[src/rtl/inst_fetch_queue_pkg.sv]
// Shared constants and fetch FSM encoding for the instruction fetch queue.
// Imported by the top module and by the FIFO sub-module.
package inst_fetch_queue_pkg;

    localparam logic TRUE  = 1'b1;
    localparam logic FALSE = 1'b0;
    localparam logic HIGH  = 1'b1;
    localparam logic LOW   = 1'b0;

    localparam logic [31:0] DEFAULT_RESET_PC = 32'h0000_0000;

    typedef enum logic [1:0] {
        S_IDLE    = 2'd0,
        S_WAIT    = 2'd1,
        S_DISCARD = 2'd2
    } fetch_state_e;

endpackage

[src/rtl/inst_fetch_queue_fetch_fifo.sv]
// Synchronous FIFO holding {instruction, pc} pairs; flush clears all pointers.
// Head data is read straight from storage, so it is valid whenever o_empty is low.
module inst_fetch_queue_fetch_fifo
    import inst_fetch_queue_pkg::*;
#(
    parameter int unsigned WIDTH = 64,
    parameter int unsigned DEPTH = 8
) (
    input  logic                       i_clk,
    input  logic                       i_rst,
    input  logic                       i_push,
    input  logic                       i_pop,
    input  logic                       i_flush,
    input  logic [WIDTH-1:0]           i_data,
    output logic [WIDTH-1:0]           o_data,
    output logic [$clog2(DEPTH+1)-1:0] o_count,
    output logic                       o_full,
    output logic                       o_empty
);

    localparam int unsigned PTR_W = $clog2(DEPTH);
    localparam int unsigned CNT_W = $clog2(DEPTH + 1);

    logic [WIDTH-1:0] r_mem [DEPTH];
    logic [PTR_W-1:0] r_head;
    logic [PTR_W-1:0] r_tail;
    logic [CNT_W-1:0] r_count;
    logic             w_do_push;
    logic             w_do_pop;

    assign o_full    = (r_count == CNT_W'(DEPTH));
    assign o_empty   = (r_count == '0);
    assign o_count   = r_count;
    assign o_data    = r_mem[r_head];
    // Flush wins over any same-cycle push or pop.
    assign w_do_push = i_push && !i_flush && !o_full;
    assign w_do_pop  = i_pop && !i_flush && !o_empty;

    always_ff @(posedge i_clk or posedge i_rst) begin
        if (i_rst) begin
            r_head  <= '0;
            r_tail  <= '0;
            r_count <= '0;
        end else if (i_flush) begin
            r_head  <= '0;
            r_tail  <= '0;
            r_count <= '0;
        end else begin
            if (w_do_push) begin
                r_tail <= r_tail + PTR_W'(1);
            end
            if (w_do_pop) begin
                r_head <= r_head + PTR_W'(1);
            end
            case ({w_do_push, w_do_pop})
                2'b10:   r_count <= r_count + CNT_W'(1);
                2'b01:   r_count <= r_count - CNT_W'(1);
                default: r_count <= r_count;
            endcase
        end
    end

    always_ff @(posedge i_clk) begin
        if (w_do_push) begin
            r_mem[r_tail] <= i_data;
        end
    end

endmodule

[src/rtl/inst_fetch_queue.sv]
// Instruction fetch unit: issues sequential PC requests to the I-cache, queues
// returned words with their PCs, and redirects/flushes on jump.
module inst_fetch_queue
    import inst_fetch_queue_pkg::*;
#(
    parameter int unsigned ADDR_WIDTH  = 32,
    parameter int unsigned INST_WIDTH  = 32,
    parameter int unsigned QUEUE_DEPTH = 8,
    parameter int unsigned RESET_PC    = DEFAULT_RESET_PC,
    parameter int unsigned PC_STEP     = 4
) (
    input  logic                             clk,
    input  logic                             rst,
    input  logic                             rdy,
    output logic                             ic_req_valid,
    output logic [ADDR_WIDTH-1:0]            ic_req_pc,
    input  logic                             ic_resp_valid,
    input  logic [INST_WIDTH-1:0]            ic_resp_inst,
    output logic                             dec_valid,
    output logic [INST_WIDTH-1:0]            dec_inst,
    output logic [ADDR_WIDTH-1:0]            dec_pc,
    input  logic                             dec_ready,
    input  logic                             jump_flag,
    input  logic [ADDR_WIDTH-1:0]            target_pc,
    output logic [$clog2(QUEUE_DEPTH+1)-1:0] queue_count
);

    localparam int unsigned ENTRY_W = INST_WIDTH + ADDR_WIDTH;

    fetch_state_e            r_state;
    fetch_state_e            w_state_nxt;
    logic [ADDR_WIDTH-1:0]   r_pc;
    logic [ADDR_WIDTH-1:0]   w_pc_nxt;
    logic [ADDR_WIDTH-1:0]   r_req_pc;
    logic [ADDR_WIDTH-1:0]   w_req_pc_nxt;
    logic                    r_req_valid;
    logic                    w_req_valid_nxt;
    logic                    w_push;
    logic                    w_pop;
    logic                    w_flush;
    logic                    w_full;
    logic                    w_empty;
    logic [ENTRY_W-1:0]      w_fifo_wdata;
    logic [ENTRY_W-1:0]      w_fifo_rdata;

    // A jump outranks both enqueue and dequeue; rdy low suppresses everything.
    assign w_flush      = (rdy == HIGH) && jump_flag;
    assign w_push       = (rdy == HIGH) && !jump_flag && (r_state == S_WAIT) && ic_resp_valid;
    assign w_pop        = (rdy == HIGH) && !jump_flag && !w_empty && dec_ready;
    assign w_fifo_wdata = {ic_resp_inst, r_pc};

    inst_fetch_queue_fetch_fifo #(
        .WIDTH (ENTRY_W),
        .DEPTH (QUEUE_DEPTH)
    ) u_fetch_fifo (
        .i_clk   (clk),
        .i_rst   (rst),
        .i_push  (w_push),
        .i_pop   (w_pop),
        .i_flush (w_flush),
        .i_data  (w_fifo_wdata),
        .o_data  (w_fifo_rdata),
        .o_count (queue_count),
        .o_full  (w_full),
        .o_empty (w_empty)
    );

    assign dec_valid    = !w_empty;
    assign dec_inst     = w_fifo_rdata[ENTRY_W-1:ADDR_WIDTH];
    assign dec_pc       = w_fifo_rdata[ADDR_WIDTH-1:0];
    assign ic_req_valid = r_req_valid;
    assign ic_req_pc    = r_req_pc;

    always_ff @(posedge clk or posedge rst) begin
        if (rst) begin
            r_state     <= S_IDLE;
            r_pc        <= ADDR_WIDTH'(RESET_PC);
            r_req_pc    <= '0;
            r_req_valid <= LOW;
        end else begin
            r_state     <= w_state_nxt;
            r_pc        <= w_pc_nxt;
            r_req_pc    <= w_req_pc_nxt;
            r_req_valid <= w_req_valid_nxt;
        end
    end

    always_comb begin
        w_state_nxt     = r_state;
        w_pc_nxt        = r_pc;
        w_req_pc_nxt    = r_req_pc;
        w_req_valid_nxt = r_req_valid;
        if (rdy == HIGH) begin
            case (r_state)
                S_IDLE: begin
                    w_req_valid_nxt = FALSE;
                    if (jump_flag) begin
                        w_pc_nxt = target_pc;
                    end else if (!w_full) begin
                        w_req_pc_nxt    = r_pc;
                        w_req_valid_nxt = TRUE;
                        w_state_nxt     = S_WAIT;
                    end
                end
                S_WAIT: begin
                    if (jump_flag) begin
                        // A same-cycle response is simply dropped; otherwise the
                        // stale response still has to be absorbed in DISCARD.
                        w_pc_nxt        = target_pc;
                        w_req_valid_nxt = FALSE;
                        w_state_nxt     = ic_resp_valid ? S_IDLE : S_DISCARD;
                    end else if (ic_resp_valid) begin
                        w_pc_nxt        = r_pc + ADDR_WIDTH'(PC_STEP);
                        w_req_valid_nxt = FALSE;
                        w_state_nxt     = S_IDLE;
                    end
                end
                S_DISCARD: begin
                    w_req_valid_nxt = FALSE;
                    if (jump_flag) begin
                        w_pc_nxt = target_pc;
                    end
                    if (ic_resp_valid) begin
                        w_state_nxt = S_IDLE;
                    end
                end
                default: begin
                    w_req_valid_nxt = FALSE;
                    w_state_nxt     = S_IDLE;
                end
            endcase
        end
    end

endmodule

[config.mk]
export PLATFORM = sky130hd
export DESIGN_NAME = inst_fetch_queue
export DESIGN_NICKNAME = d
export VERILOG_FILES = /design/src/rtl/inst_fetch_queue_pkg.sv /design/src/rtl/inst_fetch_queue_fetch_fifo.sv /design/src/rtl/inst_fetch_queue.sv
export SDC_FILE = /design/constraint.sdc
export NUM_CORES = 1
export LEC_CHECK = 0
export BUFFER_PORTS_ARGS = -buffer_cell sky130_fd_sc_hd__buf_4
export CAP_MARGIN = 20
export CORE_UTILIZATION = 30
export DETAILED_ROUTE_END_ITERATION = 8
export PLACE_DENSITY = 0.48
export SLEW_MARGIN = 10
export SYNTH_ARGS = -nofsm -noshare
export SYNTH_HDL_FRONTEND = slang
export SYNTH_SLANG_ARGS = --single-unit
export TNS_END_PERCENT = 50
[constraint.sdc]
create_clock -name clk -period 8.2 [get_ports clk]
set_input_delay 0.41 -clock clk [delete_from_list [all_inputs] [get_ports clk]]
set_output_delay 0.41 -clock clk [all_outputs]
set_load 0.05 [all_outputs]
### Word level (Yosys, flattened, before mapping)

Memory sizes are Yosys's and may differ from the RTL's.
Index checks and enable logic that the tools add are counted.
W data, S select, Z words.

* RAM bits: 512
* word-level logic and storage cells: 72
* register bits after elaboration: 77
* memories: 1
* input bits: 70
* output and inout bits: 102

* mux-type cells: 23
* reduce and logical (&&, ||, !) cells: 25
* bitwise logic cells: 2
* eq/ne operators: 9
* $add $sub $neg: 5

Memories
* u_fetch_fifo.r_mem: depth 8, bits a word 64, rd ports 1, clocked after memory_dff 0, write ports 1, line inst_fetch_queue_fetch_fifo.sv:24 `logic [WIDTH-1:0] r_mem [DEPTH];`

Operators by type and width (number)
* $mux W32: 3
* $pmux W32 S2: 1
* $add A32 B3 Y32 const B: 1
* $mux W3: 4
* $logic_and A1 B1 Y1: 10
* $mux W2: 5
* $pmux W4 S2: 1
* $reduce_and A4 Y1: 2
* $add A3 B1 Y3 const B: 2
* $mux W1: 6
* $pmux W2 S3: 1
* $reduce_bool A2 Y1: 3
* $add A4 B1 Y4 const B: 1
* $eq A2 B1 Y1 const B: 2
* $eq A2 B2 Y1 const B: 2
* $eq A4 B4 Y1 const B: 1
* $logic_not A1 Y1: 4
* $logic_not A4 Y1: 1
* $mux W4: 1
* $ne A2 B2 Y1 const B: 2
* $sub A4 B1 Y4 const B: 1
* $ne A3 B3 Y1 const B: 1
* $reduce_and A3 Y1: 1
* $reduce_bool A3 Y1: 1
* 6 further kinds: 7

### Depth between registers and ports, before layout

Gate-level depths: netlist (run 1).

* depth in word-level cells: 9
* mapped depth: 12
* depth with buffers taken out: 11

### Cells and area by module

From an unflattened synthesis (run 1), not the netlist that was laid out.

* cells, all modules: 1165
* area total of the unflattened synthesis: 23256.1 um^2

Modules (own cells, without submodules)
* inst_fetch_queue_fetch_fifo: cells each 827, times used 1, area each 19920.4 um^2, seq. area each 15625.0 um^2
* inst_fetch_queue: cells each 338, times used 1, area each 3335.7 um^2, seq. area each 1676.6 um^2

### Least setup slack after synthesis (run 1)

No wires, ideal clock.

* path type: register to register
* start point: reg u_fetch_fifo.r_count[1] (netlist: u_fetch_fifo.o_count[1])
* end point: mem u_fetch_fifo.r_mem[2][0] (enable)
* library setup time: 0.666 ns
* clock period less this slack: 8.773 ns
* path buffers: 0
* cell stages (with the launch flop): 5
* arrival: 8.106 ns
* slack: -0.573 ns
* data required time: 7.534 ns
* cells stage by stage: dfrtp_1 -> nor4b_1 -> nor3_1 -> clkinv_1 -> nor4b_1

* cells in the longest elaborated chain, start to end: 5

RTL lines
* from (decl): line inst_fetch_queue_fetch_fifo.sv:27 `logic [CNT_W-1:0] r_count;`
* from (signal assigned): line inst_fetch_queue_fetch_fifo.sv:56 `2'b10: r_count <= r_count + CNT_W'(1);`
* from (signal assigned): line inst_fetch_queue_fetch_fifo.sv:57 `2'b01: r_count <= r_count - CNT_W'(1);`
* from (signal assigned): line inst_fetch_queue_fetch_fifo.sv:58 `default: r_count <= r_count;`
* $eq A4 B4 Y1: line inst_fetch_queue_fetch_fifo.sv:31 `assign o_full = (r_count == CNT_W'(DEPTH));`
* $logic_not A1 Y1: line inst_fetch_queue_fetch_fifo.sv:36 `assign w_do_push = i_push && !i_flush && !o_full;`
* $logic_and A1 B1 Y1: line inst_fetch_queue_fetch_fifo.sv:36
* $mux W1: line inst_fetch_queue_fetch_fifo.sv:64 `if (w_do_push) begin`
* $mux W1 (not written as such): line inst_fetch_queue_fetch_fifo.sv:65 `r_mem[r_tail] <= i_data;`
* to (decl): line inst_fetch_queue_fetch_fifo.sv:24

No other way between the ends.

### Worst setup path in the final report (run 1)

* start point: reg u_fetch_fifo.r_head[0]
* end point: out dec_pc[24]

* cells in the longest elaborated chain, start to end: 1

RTL lines
* from (decl): line inst_fetch_queue_fetch_fifo.sv:25 `logic [PTR_W-1:0] r_head;`
* from (signal assigned): line inst_fetch_queue_fetch_fifo.sv:53 `r_head <= r_head + PTR_W'(1);`
* $mem_v2 Z8 W64
* to (decl): line inst_fetch_queue.sv:21 `output logic [ADDR_WIDTH-1:0] dec_pc,`

No other way between the ends.

==> Flow_metrics.wiki, run 1 <==
{| class="wikitable"
! Metric !! Value
|-
| Ratio of total power to cell area || 292.9 nW/µm²
|-
| Sequential-to-total area share from yosys stat || 74.48%
|-
| Switch Pwr || 2355 µW
|-
| Total power || 8200 µW
|-
| Global-route wire length before repair || 85,440 µm
|-
| Min Clock Period, post-route || 3827 ps
|-
| Cells on Worst Hold Path || 1
|-
| Ys flop type || edfxtp_1
|-
| Die extent in y || 280.3 µm
|-
| Core outline area || 76,330 µm²
|-
| Post-route fraction of the period consumed by the critical path || 46.67%
|-
| Cells on worst reg2reg path || 5
|-
| Setup repair bufs after CTS || 0
|-
| Worst slew slack as a fraction of its limit || 32.52%
|-
| TritonCTS buffer count || 67
|-
| Leading cell type in the layout, fill and taps excluded || edfxtp_1
|-
| TritonCTS Sinks || 589
|-
| Clock root buffer master || clkbuf_16
|-
| Remaining global-route overflow || 0
|-
| Average via count per standard cell || 4.785
|-
| Outcome || finished clean
|-
| Clock Latency Late Sink || 590 ps
|-
| Power share of the clock group || 36.5%
|-
| Mean Syn Cell Area || 20.36 µm²
|-
| Pin count of the biggest net entering global routing || 102
|-
| Cell leakage power || 0.009213 µW
|-
| Worst ir drop on vdd || 0.2550 mV
|-
| Unique cell type count in the Yosys netlist || 64
|-
| Maximum root-to-sink buffer count || 3
|-
| Antenna-violating nets left || 0
|-
| Number of failing hold endpoints at the final stage || 0
|-
| Top Ports || 172
|-
| Std cell rows || 101
|-
| Share of flip-flops with an asynchronous set or reset || 13.07%
|-
| Clock Skews || 19.76 ps
|-
| Fmax || 261.3 MHz
|-
| Synth Cell Area || 23,230 µm²
|-
| Kind of end point of the critical path || output pin
|-
| Synthesized instance count || 1,141
|-
| Sw Share || 28.71%
|-
| Horiz. Die Dim || 280.3 µm
|-
| GRT Total Usage || 14.89%
|-
| Cell area after placement || 25,770 µm²
|-
| Maximum level of the CTS H-tree || 3
|-
| Detailed-route wire length per cell || 23.74 µm
|-
| Max-cap check violation count || 0
|-
| Post-synthesis to final-layout area growth || 20.51%
|-
| Final wirelength || 57,710 µm
|-
| Internal power summed over all cells || 5845 µW
|-
| Post-synthesis net count || 1,218
|-
| Final core utilization || 36.68%
|-
| Number of nets in the finished design || 1,425
|-
| Seq cells post-synth || 589
|-
| Count of flip-flops with a built-in enable after synthesis || 512
|-
| Total via count after detailed routing || 11,630
|-
| Share of final-layout standard cells stronger than drive strength 1 || 38.43%
|-
| Via count of the first global-routing pass || 12,590
|-
| Required @ worst endpoint || 7790 ps
|-
| Number of synthesis warnings || 0
|-
| Power share of the sequential group || 45.5%
|-
| Startpoint kind of the worst setup timing path || flop
|-
| Initial core utilization || 30.44%
|-
| Count of pins over their slew limit || 0
|-
| Maximum fanout count along the critical path || 101
|-
| Routability congestion estimate || 0.7759
|-
| Pre-CTS setup slack || 4536 ps
|-
| Kind of critical path || flop to output pin
|-
| Die Footprint || 78,550 µm²
|-
| Highest-count cells in the layout ignoring fill and taps || edfxtp_1 (512), buf_4 (192), mux4_2 (128)
|-
| RSZ-0062 raised after global routing || false
|-
| Count of unresolved DRC violations after routing || 0
|-
| Setup violations, final || 0
|-
| TritonCTS clock tree || built
|-
| Initial DRC Count || 898
|-
| First-pass detailed-route iteration total || 5
|-
| Area of all placed cells without fillers || 28,000 µm²
|-
| Clk slew on worst S/H paths || 60 ps
|-
| Number of antenna violations at the first check in global routing || 2
|-
| Data arrival at the endpoint of the critical path || 3420 ps
|-
| Port Buffer Count || 171
|-
| Worst setup margin || 4373 ps
|-
| Type of the tightest min-delay check || primary input to flop
|-
| Measured slew at the worst slew-check pin || 1012 ps
|-
| Filler cell count || 7,166
|-
| Relative contribution of combinational cells to total power || 18.0%
|-
| HPWL reported at the end of detailed placement || 32,990 µm
|}
==> routing by layer <==
metal / vias up / wire length (µm) / part of all wire, % / global-route usage, %
li1: 5113 / - / - / -
met1: 6145 / 26410 / 46 / 20.61
met2: 304 / 27670 / 48 / 24.13
met3: 70 / 2676 / 4.6 / 2.898
met4: 0 / 960 / 1.7 / 3.489
met5: - / 0 / 0 / 0
==> power groups by stage <==
stage	Combinational, µW	Sequential [µW]	Clock, µW
3_5_place_dp	1500	3790	0
5_1_grt	1570	3760	3190
2_1_floorplan	814	3940	0
3_3_place_gp	1500	3780	0
4_1_cts	1510	3730	3080
6_report	1480	3730	2990
==> area by class of cell <==
type                            instances  area (µm²)  area share (%)
Antenna cell                            1       2.502        0.008939
Multi-Input combinational cell        488        5680           20.29
Timing Repair Buffer                  194        1471           5.256
Sequential cell                       589       17310           61.84
Clock buffer                           85        1815           6.485
Inverter                                8       31.28          0.1117
Clock inverter                         36       392.9           1.403
Tap cell                             1030        1289           4.603
==> repair_timing <==
action                    in CTS  in global routing
hold buffers                   1                  0
hold endpoints to repair      16                  0
resized for setup              0                  0
==> path summary, 6_finish.rpt <==
| kind | slack, ps | start | to |
|---|---|---|---|
| max in group asynchronous | 6610 | rst | ic_req_pc[28]$_DFFE_PP0P_ |
| min in group asynchronous | 340 | rst | ic_req_valid$_DFFE_PP0P_ |
| setup reg to reg | 4710 | r_state[1]$_DFFE_PP0P_ | u_fetch_fifo.r_mem[2][21]$_DFFE_PP_ |
| setup / recovery | 4370 | u_fetch_fifo.r_head[0]$_DFFE_PP0P_ | dec_pc[24] |
| hold / removal | 40 | ic_resp_inst[1] | u_fetch_fifo.r_mem[4][33]$_DFFE_PP_ |
| hold reg to reg | 500 | ic_req_valid$_DFFE_PP0P_ | ic_req_valid$_DFFE_PP0P_ |
==> Yosys cell counts, types with 4 or more instances <==
master | number | area (µm²)
buf_2 | 15 | 75.07
o22a_1 | 5 | 43.79
nand2_1 | 43 | 161.4
mux4_2 | 128 | 2883
o22ai_1 | 8 | 50.05
edfxtp_1 | 512 | 15370
nor4b_1 | 4 | 35.03
nand3_1 | 13 | 65.06
a21oi_1 | 22 | 110.1
and3_1 | 7 | 43.79
and4_1 | 4 | 35.03
xor2_1 | 6 | 52.55
buf_1 | 7 | 26.28
nand4_1 | 7 | 43.79
ha_1 | 7 | 87.58
o21ai_0 | 21 | 105.1
a31oi_1 | 5 | 31.28
dfrtp_1 | 77 | 1927
nor3_1 | 20 | 100.1
a211oi_1 | 6 | 45.04
nor2_1 | 40 | 150.1
clkbuf_1 | 29 | 108.9
mux2_2 | 69 | 777.0
mux2_4 | 25 | 375.4
inv_1 | 7 | 26.28
==> cells by family (layout without fill, tap and decap cells) <==
family,count (synthesis),in the layout,share of synthesized area (%)
flops,589,589,74.48
mux,225,225,17.50
simple gates,159,159,3.490
compound gates,91,91,2.580
buf+inv,64,323,1.352
fa+ha+maj,7,7,0.3770
xor+xnor,6,6,0.2262
other cells,0,1,0
==> worst max-delay path: stages (launching register included) <==
cell	delay [ps]
dfrtp_4	860
buf_12	710
mux4_2	590
mux2_2	330
buf_4	200
==> through the flow <==
stage	setup TNS [ps]	std cells	hold WS [ps]
global route	0	2430	13.60
finish	0	2431	44.60
detailed placement	0	2308	414.5
floorplan	-3342	1141	507.1
global placement	0	2308	411.2
CTS	0	2430	3.405
==> flip-flops by register name, summed over array words and instances, names as in the netlist <==
register	cells
u_fetch_fifo.r_mem	512
ic_req_pc	32
r_pc	32
u_fetch_fifo.o_count	4
u_fetch_fifo.r_head	3
u_fetch_fifo.r_tail	3
r_state	2
ic_req_valid	1
Power figures use the tool's default switching activity.
==> run 2, diff against run 1 <==
- PLACE_DENSITY: 0.48 -> 0.47
- clock period: 8.2 -> 3.87 ns (I/O delays scaled with it)
==> Flow_metrics.wiki, run 2 (synthesized netlist as in run 1, its figures left out) <==
{| class="wikitable"
! Metric !! Value
|-
| Data arrival at the endpoint of the critical path || 2880 ps
|-
| Horiz. Die Dim || 280.3 µm
|-
| Startpoint kind of the worst setup timing path || flop
|-
| Most flop-heavy register || u_fetch_fifo.r_mem
|-
| Kind of critical path || flop to output pin
|-
| Clk slew on worst S/H paths || 60 ps
|-
| Routability congestion estimate || 0.7866
|-
| Sw Share || 28.72%
|-
| Global-route wire length before repair || 86,640 µm
|-
| Remaining global-route overflow || 0
|-
| Maximum level of the CTS H-tree || 3
|-
| TritonCTS clock tree || built
|-
| Area of all placed cells without fillers || 28,800 µm²
|-
| Number of nets in the finished design || 1,497
|-
| Detailed-route wire length per cell || 23.10 µm
|-
| Highest cell delay on the worst timing path || 710 ps
|-
| Power share of the sequential group || 45.7%
|-
| Critical Path Source || u_fetch_fifo.r_head[0]$_DFFE_PP0P_
|-
| Post-synthesis to final-layout area growth || 23.96%
|-
| Post-route fraction of the period consumed by the critical path || 79.37%
|-
| Hold_ws || 41.01 ps
|-
| Worst setup endpoint || dec_pc[15]
|-
| TritonCTS Sinks || 589
|-
| Count of unresolved DRC violations after routing || 0
|-
| Final wirelength || 57,850 µm
|-
| Type of the tightest min-delay check || primary input to flop
|-
| Via count of the first global-routing pass || 12,920
|-
| Clock Skews || 22.24 ps
|-
| Port Buffer Count || 171
|-
| Pin count of the biggest net entering global routing || 60
|-
| Top Ports || 172
|-
| Measured slew at the worst slew-check pin || 881.9 ps
|-
| Number of antenna violations at the first check in global routing || 1
|-
| Core outline area || 76,330 µm²
|-
| Internal power summed over all cells || 12,250 µW
|-
| RSZ-0062 raised after global routing || false
|-
| Reg-to-reg slack, setup || 880 ps
|-
| Cells on worst reg2reg path || 10
|-
| Worst reg2reg path startpoint || u_fetch_fifo.o_count[0]$_DFFE_PP0P_
|-
| Min Clock Period, post-route || 3071 ps
|-
| Std cell rows || 101
|-
| Die Footprint || 78,550 µm²
|-
| Count of pins over their slew limit || 0
|-
| Required @ worst endpoint || 3680 ps
|-
| Worst ir drop on vdd || 0.4688 mV
|-
| Initial DRC Count || 839
|-
| Worst slew slack as a fraction of its limit || 41.20%
|-
| Total via count after detailed routing || 11,880
|-
| Setup TNS || 0 ps
|-
| Die extent in y || 280.3 µm
|-
| Antenna-violating nets left || 0
|-
| Terminus of the critical flop-to-flop path || u_fetch_fifo.o_count[3]$_DFFE_PP0P_
|-
| Maximum fanout count along the critical path || 20
|-
| Highest-count cells in the layout ignoring fill and taps || edfxtp_1 (512), buf_4 (188), mux4_2 (128)
|-
| Setup violations, final || 0
|-
| Max-cap check violation count || 0
|-
| Relative contribution of combinational cells to total power || 18.9%
|-
| Number of failing hold endpoints at the final stage || 0
|-
| First-pass detailed-route iteration total || 5
|-
| GRT Total Usage || 15.02%
|-
| Cell area after placement || 26,050 µm²
|-
| Maximum root-to-sink buffer count || 3
|-
| Average via count per standard cell || 4.745
|-
| Ratio of total power to cell area || 596.7 nW/µm²
|-
| Kind of end point of the critical path || output pin
|-
| Power share of the clock group || 35.4%
|-
| Leading cell type in the layout, fill and taps excluded || edfxtp_1
|-
| Fmax || 325.6 MHz
|-
| Max FFs per register || 512
|-
| Switch Pwr || 4935 µW
|-
| HPWL reported at the end of detailed placement || 33,680 µm
|-
| Clock Latency Late Sink || 600 ps
|-
| Initial core utilization || 30.44%
|-
| Outcome || finished clean
|-
| Cell leakage power || 0.009499 µW
|-
| Cell repeated most along the worst path || buf_4
|-
| Cells along the critical path || buf_4 -> mux4_2 -> mux2_2 -> buf_4
|-
| Share of final-layout standard cells stronger than drive strength 1 || 36.73%
|-
| Slowest library cell on the worst path || dfrtp_4
|-
| Clock root buffer master || clkbuf_16
|-
| TritonCTS buffer count || 67
|-
| Setup repair bufs after CTS || 0
|}
==> run 2: cell count changes in the layout (fill, tap and decap cells not counted), sizes merged <==
cell / previous run / this run
dlygate4sd3: 1 / 64
clkbuf: 85 / 100
buf: 193 / 202
clkinv: 24 / 18
bufinv: 7 / 3
clkinvlp: 3 / 0
inv: 10 / 9
==> run 2: area by class of cell <==
type                       instances  area, µm²
antenna                            1      2.502
fill                            7071      47530
inverter                           8      32.53
clock buffer                     100       1894
multi-input combinational        488       5719
timing repair buffer             266       2332
tap                             1030       1289
clock inverter                    22      210.2
sequential                       589      17320
==> run 2: power by group through the flow <==
stage	clock network [µW]	logic, µW	registers [µW]
CTS	6280	3300	7860
floorplan	0	1730	8340
global route	6520	3440	7910
finish	6090	3240	7860
detailed placement	0	3240	7990
global placement	0	3230	7970
==> run 2: critical path, delay by kind of cell (launching register included) <==
kind,cells,cell delay (ps)
buf+inv,2,660
flops,1,710
mux,2,900
==> run 2: layer usage <==
metal  vias up  part of all wire [%]  global-route usage [%]
li1       5260                     -                       -
met5         -                     0                       0
met4         0                   1.6                   3.545
met1      6247                    46                   20.72
met2       313                    48                   24.31
met3        61                   4.6                   3.048
==> run 2: worst min-delay path by stage <==
stage	start	endpoint	slack, ps	cells after the start
floorplan	ic_resp_valid	r_state[1]$_DFFE_PP0P_	290	1
global placement	rst	ic_req_pc[9]$_DFFE_PP0P_	120	2
detailed placement	rst	ic_req_pc[9]$_DFFE_PP0P_	120	2
CTS	target_pc[22]	r_pc[22]$_DFFE_PP0P_	10	4
global route	target_pc[22]	r_pc[22]$_DFFE_PP0P_	40	4
finish	target_pc[22]	r_pc[22]$_DFFE_PP0P_	40	4
==> run 2: what timing repair did <==
| action | in CTS | in global routing |
|---|---|---|
| gates resized for setup | 0 | 0 |
| endpoints found under the hold margin | 363 | 0 |
| hold buffers | 64 | 0 |
==> run 2: stage by stage <==
step                setup slack, ps  std cells  power [µW]  util [%]
floorplan                    -507.1       1141       10080         -
global placement              864.1       2316       11210     34.12
detailed placement            897.7       2317       11220     34.13
CTS                           701.3       2503       17440     37.73
global route                  569.9       2504       17880     37.73
finish                        798.6       2504       17180     37.73
